==> config.mk <==
export PLATFORM = sky130hd
export DESIGN_NAME = rpsc_input_filter
export DESIGN_NICKNAME = d
export VERILOG_FILES = /design/src/rtl/rpsc_input_filter.sv
export SDC_FILE = /design/constraint.sdc
export NUM_CORES = 1
export LEC_CHECK = 0
export ABC_AREA = 1
export BUFFER_PORTS_ARGS = -buffer_cell sky130_fd_sc_hd__buf_4
export CAP_MARGIN = 20
export CORE_MARGIN = 2
export CORE_UTILIZATION = 60
export DETAILED_ROUTE_END_ITERATION = 8
export PLACE_DENSITY = 0.79
export SLEW_MARGIN = 20
export SYNTH_ARGS = -nofsm -noshare
export SYNTH_HDL_FRONTEND = slang
export SYNTH_SLANG_ARGS = --single-unit
==> constraint.sdc <==
create_clock -name clk -period 3 [get_ports clk]
set_input_delay 0.3 -clock clk [delete_from_list [all_inputs] [get_ports clk]]
set_output_delay 0.3 -clock clk [all_outputs]
set_load 0.01 [all_outputs]
==> src/rtl/rpsc_input_filter.sv <==
// rpsc_input_filter: raw line synchroniser plus per-channel asymmetric
// debounce, with edge pulses and sticky glitch flags.
module rpsc_input_filter #(
  parameter int NCH         = 4,
  parameter int SYNC_STAGES = 2,
  parameter int ON_COUNT    = 128,
  parameter int OFF_COUNT   = 16,
  parameter int CNT_W       = 8
) (
  input  logic           clk,
  input  logic           reset,
  input  logic [NCH-1:0] raw_in,
  input  logic           clr_glitch,
  output logic [NCH-1:0] filt_out,
  output logic [NCH-1:0] rise_pulse,
  output logic [NCH-1:0] fall_pulse,
  output logic [NCH-1:0] glitch_flag,
  output logic           any_glitch
);

  if (SYNC_STAGES < 2 || SYNC_STAGES > 4) begin : g_bad_sync
    $fatal(1, "rpsc_input_filter: SYNC_STAGES must be 2..4");
  end
  if (ON_COUNT < 1 || ON_COUNT > (2**CNT_W) - 1) begin : g_bad_on
    $fatal(1, "rpsc_input_filter: ON_COUNT does not fit CNT_W");
  end
  if (OFF_COUNT < 1 || OFF_COUNT > (2**CNT_W) - 1) begin : g_bad_off
    $fatal(1, "rpsc_input_filter: OFF_COUNT does not fit CNT_W");
  end

  localparam logic [CNT_W-1:0] ON_LIM  = CNT_W'(ON_COUNT - 1);
  localparam logic [CNT_W-1:0] OFF_LIM = CNT_W'(OFF_COUNT - 1);
  localparam logic [CNT_W-1:0] ONE     = CNT_W'(1);

  typedef enum logic [1:0] {
    LOW, RISE_QUAL, HIGH, FALL_QUAL
  } st_e;

  logic [NCH-1:0]   sync_q [SYNC_STAGES];
  logic [NCH-1:0]   s;
  st_e              state_q [NCH];
  st_e              state_d [NCH];
  logic [CNT_W-1:0] cnt_q [NCH];
  logic [CNT_W-1:0] cnt_d [NCH];
  logic [NCH-1:0]   abort;
  logic [NCH-1:0]   filt_d;
  logic [NCH-1:0]   glitch_d;
  logic [NCH-1:0]   filt_q;
  logic [NCH-1:0]   rise_q;
  logic [NCH-1:0]   fall_q;
  logic [NCH-1:0]   glitch_q;
  logic             any_q;

  assign s = sync_q[SYNC_STAGES-1];

  always_ff @(posedge clk or negedge reset) begin
    if (!reset) begin
      for (int i = 0; i < SYNC_STAGES; i++) sync_q[i] <= '0;
    end else begin
      sync_q[0] <= raw_in;
      for (int i = 1; i < SYNC_STAGES; i++) sync_q[i] <= sync_q[i-1];
    end
  end

  // An abort takes priority over reaching the limit on the same cycle.
  always_comb begin
    abort = '0;
    filt_d = '0;
    for (int k = 0; k < NCH; k++) begin
      state_d[k] = state_q[k];
      cnt_d[k]   = cnt_q[k];
      unique case (state_q[k])
        LOW: begin
          if (s[k]) begin
            if (ON_COUNT == 1) begin
              state_d[k] = HIGH;
            end else begin
              state_d[k] = RISE_QUAL;
              cnt_d[k]   = ONE;
            end
          end
        end
        RISE_QUAL: begin
          if (!s[k]) begin
            state_d[k] = LOW;
            cnt_d[k]   = '0;
            abort[k]   = 1'b1;
          end else if (cnt_q[k] == ON_LIM) begin
            state_d[k] = HIGH;
            cnt_d[k]   = '0;
          end else begin
            cnt_d[k] = cnt_q[k] + ONE;
          end
        end
        HIGH: begin
          if (!s[k]) begin
            if (OFF_COUNT == 1) begin
              state_d[k] = LOW;
            end else begin
              state_d[k] = FALL_QUAL;
              cnt_d[k]   = ONE;
            end
          end
        end
        FALL_QUAL: begin
          if (s[k]) begin
            state_d[k] = HIGH;
            cnt_d[k]   = '0;
            abort[k]   = 1'b1;
          end else if (cnt_q[k] == OFF_LIM) begin
            state_d[k] = LOW;
            cnt_d[k]   = '0;
          end else begin
            cnt_d[k] = cnt_q[k] + ONE;
          end
        end
        default: begin
          state_d[k] = LOW;
          cnt_d[k]   = '0;
        end
      endcase
      filt_d[k] = (state_d[k] == HIGH) || (state_d[k] == FALL_QUAL);
    end
  end

  assign glitch_d = (glitch_q & ~{NCH{clr_glitch}}) | abort;

  always_ff @(posedge clk or negedge reset) begin
    if (!reset) begin
      for (int k = 0; k < NCH; k++) begin
        state_q[k] <= LOW;
        cnt_q[k]   <= '0;
      end
      filt_q   <= '0;
      rise_q   <= '0;
      fall_q   <= '0;
      glitch_q <= '0;
      any_q    <= 1'b0;
    end else begin
      for (int k = 0; k < NCH; k++) begin
        state_q[k] <= state_d[k];
        cnt_q[k]   <= cnt_d[k];
      end
      filt_q   <= filt_d;
      rise_q   <= filt_d & ~filt_q;
      fall_q   <= ~filt_d & filt_q;
      glitch_q <= glitch_d;
      any_q    <= |glitch_d;
    end
  end

  assign filt_out    = filt_q;
  assign rise_pulse  = rise_q;
  assign fall_pulse  = fall_q;
  assign glitch_flag = glitch_q;
  assign any_glitch  = any_q;

endmodule

==> results.sh <==
export IMPL_maxCapViolations=0
export IMPL_gp_congestion=0.9536
export IMPL_async_flop_share=1.000
export IMPL_cp_cell_sequence="ha_1, nand3_1, nor2_1, nand3_1, nand2_1, nand2_1, nand2_1, nand2_1"
export IMPL_overflow=0
export IMPL_grt_max_degree=64
export IMPL_cp_arrival_ps=1680
export IMPL_skew_ps=7.166
export IMPL_io_pins=24
export IMPL_regArea_um2=1577
export IMPL_drt_wl_total_mm=6.246
export IMPL_fillers=454
export IMPL_p_total_mw=1.867
export IMPL_layout_min_cycle_time_ps=1456
export IMPL_antenna_left=0
export IMPL_crit_top_cell="nand2_1"
export IMPL_worst_setup_path_type="flop to flop"
export IMPL_slowest_delay_ps=390
export IMPL_portBuffers=23
export IMPL_synth_cells=432
export IMPL_vias=2818
export IMPL_min_path_type="primary input to async pin"
export IMPL_stdcell_area_um2=3720
export IMPL_synth_top_area_frac=0.4764
export IMPL_crit_fanout=4
export IMPL_p_leak_nw=1.995
export IMPL_drive_gt1_frac=0.1459
export IMPL_firstDrtPassIters=4
export IMPL_cts_setup_buffers=0
export IMPL_worstSetupEndpointType="flop"
export IMPL_nNetsFinal=472
export IMPL_final_cell_mix="nand2_1 (128), inv_1 (63), dfrtp_1 (63), nand3_1 (39), nor2_1 (38)"
export IMPL_syn_area_um2=3309
export IMPL_stdcell_count=538
export IMPL_grt_pass1_vias=2543
export IMPL_worstSkewPairLatency_ps=340
export IMPL_netlist_top_cell_by_area="dfrtp_1"
export IMPL_switching_power_mw=0.4890
export IMPL_antenna_found_initial=0
export IMPL_drcViolationCount=0
export IMPL_yosysWarnings=0
export IMPL_synth_area_leaders="dfrtp_1 (48%), nand2_1 (15%), inv_1 (7.1%), nand3_1 (5.9%), nor2_1 (4.3%)"
export IMPL_cts_root_buf="clkbuf_8"
export IMPL_clkPwrFrac=0.376
export IMPL_holdBufCountCts=0
export IMPL_die_h_um=78.27
export IMPL_synth_seq_cells=63
export IMPL_hpwl_mm=4.546
export IMPL_synth_edf_count=0
export IMPL_grt_total_usage=0.2275
export IMPL_ff2ff_setup_slack_ps=1540
export IMPL_antenna_cells=0
export IMPL_startpoint_type="flop"
export IMPL_synth_nets=443
export IMPL_cts_repair_resize_count=0
export IMPL_worst_pin_slew_ps=770.1
export IMPL_syn_avg_cell_area_um2=7.661
export IMPL_final_common_cell="nand2_1"
export IMPL_drt_initial_drc_count=200
export IMPL_cts_tree="yes"
export IMPL_initial_utilization=0.6123
export IMPL_clock_sinks=63
export IMPL_timing_fmax_ghz=0.6869
export IMPL_core_rowCount=27
export IMPL_relSlewSlack=0.4866
export IMPL_synth_cell_types=29
export IMPL_dpl_cell_area_um2=3530
export IMPL_drv_slew=0
export IMPL_areaGrowthSynthToFinish_pct=12.40
export IMPL_dpl_cell_count=522
export IMPL_switching_share=0.2619
export IMPL_cts_path_max_buffers=2
export IMPL_cp_slowest_cell="dfrtp_1"
export IMPL_htreeDepth=3
export IMPL_rsz0062_at_grt="false"
export IMPL_fin_setup_tns_ps=0
export IMPL_core_area_um2=5405
export IMPL_finalHoldViolations=0
export IMPL_synth_flop_cell="dfrtp_1"
export IMPL_worstPathRequired_ps=3230
export IMPL_power_frac_comb=0.113
export IMPL_cts_buffers=9
export IMPL_wl_per_cell_um=11.61
export IMPL_setup_viol=0
export IMPL_status="finished clean"
export IMPL_fin_crit_sh=0.4853
export IMPL_final_util=0.6882
export IMPL_grt_pass1_wl_mm=11.01
export IMPL_fp_dieW_um=78.27
export IMPL_ys_seq_area_frac=0.4764
export IMPL_clk_pin_slew_ps=70
export IMPL_power_density_nw_per_um2=502.0
export IMPL_die_area_um2=6125
export IMPL_irDropWorstVdd_mv=0.3996
export IMPL_vias_per_cell=5.238
export IMPL_sequentialPowerShare=0.511
export IMPL_p_int_mw=1.378
export IMPL_multi_input_area_um2=1443
[metal layers]
| metal | global-route usage | wire length, um | up-vias |
|---|---|---|---|
| met2 | 0.3655 | 2982 | 62 |
| met4 | 0.1105 | 155 | 0 |
| met3 | 0.05057 | 253 | 13 |
| met1 | 0.2928 | 2855 | 1308 |
| met5 | 0 | 0 | - |
| li1 | - | - | 1435 |
[flip-flops by register name (all words and copies together) (netlist names)]
| name | flops |
|---|---|
| cnt_q | 32 |
| rise_pulse | 4 |
| fall_pulse | 4 |
| state_q | 8 |
| s | 4 |
| filt_out | 2 |
| any_glitch | 1 |
| sync_q | 4 |
| glitch_flag | 4 |
[cell usage after synthesis, types with 2 or more instances]
cell type,count
xnor2_1,2
o21ai_0,14
o22ai_1,3
o21ai_2,3
nand3_2,3
inv_2,3
nor2_1,38
o21ai_1,8
inv_1,63
ha_1,4
nor2_2,8
dfrtp_1,63
nor2_4,4
a21oi_1,13
nand2_2,7
buf_4,2
nand2_1,128
buf_6,2
nand3_1,39
nand4_1,16
[final timing paths]
path,startpoint,end,cells after the start
setup / recovery,cnt_q[16]$_DFFE_PN0P_,cnt_q[21]$_DFFE_PN0P_,8
hold / removal,reset,cnt_q[10]$_DFFE_PN0P_,1
setup reg to reg,cnt_q[16]$_DFFE_PN0P_,cnt_q[21]$_DFFE_PN0P_,8
hold reg to reg,sync_q[5]$_DFF_PN0_,s[1]$_DFF_PN0_,0
max in group asynchronous,reset,cnt_q[4]$_DFFE_PN0P_,1
min in group clk,raw_in[2],sync_q[6]$_DFF_PN0_,1
[cell families after synthesis]
| kind of cell | Yosys count | share of synthesized area |
|---|---|---|
| compound gates | 45 | 0.07562 |
| fa+ha+maj | 4 | 0.01512 |
| buf+inv | 71 | 0.08771 |
| simple gates | 247 | 0.3399 |
| flops | 63 | 0.4764 |
| xor+xnor | 2 | 0.005294 |
[metrics by stage]
step / setup slack (ps) / hold WS (ps)
4_1_cts: 1546 / 48.69
6_report: 1544 / 21.52
5_1_grt: 1405 / 50.06
2_1_floorplan: 1730 / 4.409
3_3_place_gp: 1569 / 332.4
3_5_place_dp: 1554 / 335.6
[final cells by class]
type                       count  area share
inverter                      66     0.06660
clock inverter                 4     0.01211
multi-input combinational    298      0.3878
tap                           72     0.02422
clock buffer                  12     0.03902
timing repair buffer          23     0.04642
sequential                    63      0.4238
[power by group through the flow]
stage | Combinational, mW | Sequential [mW] | Clock, mW
2_1_floorplan | 0.142 | 0.956 | 0
3_3_place_gp | 0.209 | 0.965 | 0
3_5_place_dp | 0.214 | 0.967 | 0
4_1_cts | 0.215 | 0.952 | 0.727
5_1_grt | 0.246 | 0.959 | 0.759
6_report | 0.211 | 0.954 | 0.703
[worst max-delay path, delay by kind of cell, from the launching register on]
kind,cells,cell delay [ps]
DFF,1,390
adders and majority gates,1,210
and+or+nand+nor,7,750
Power figures use the tool's default switching activity.
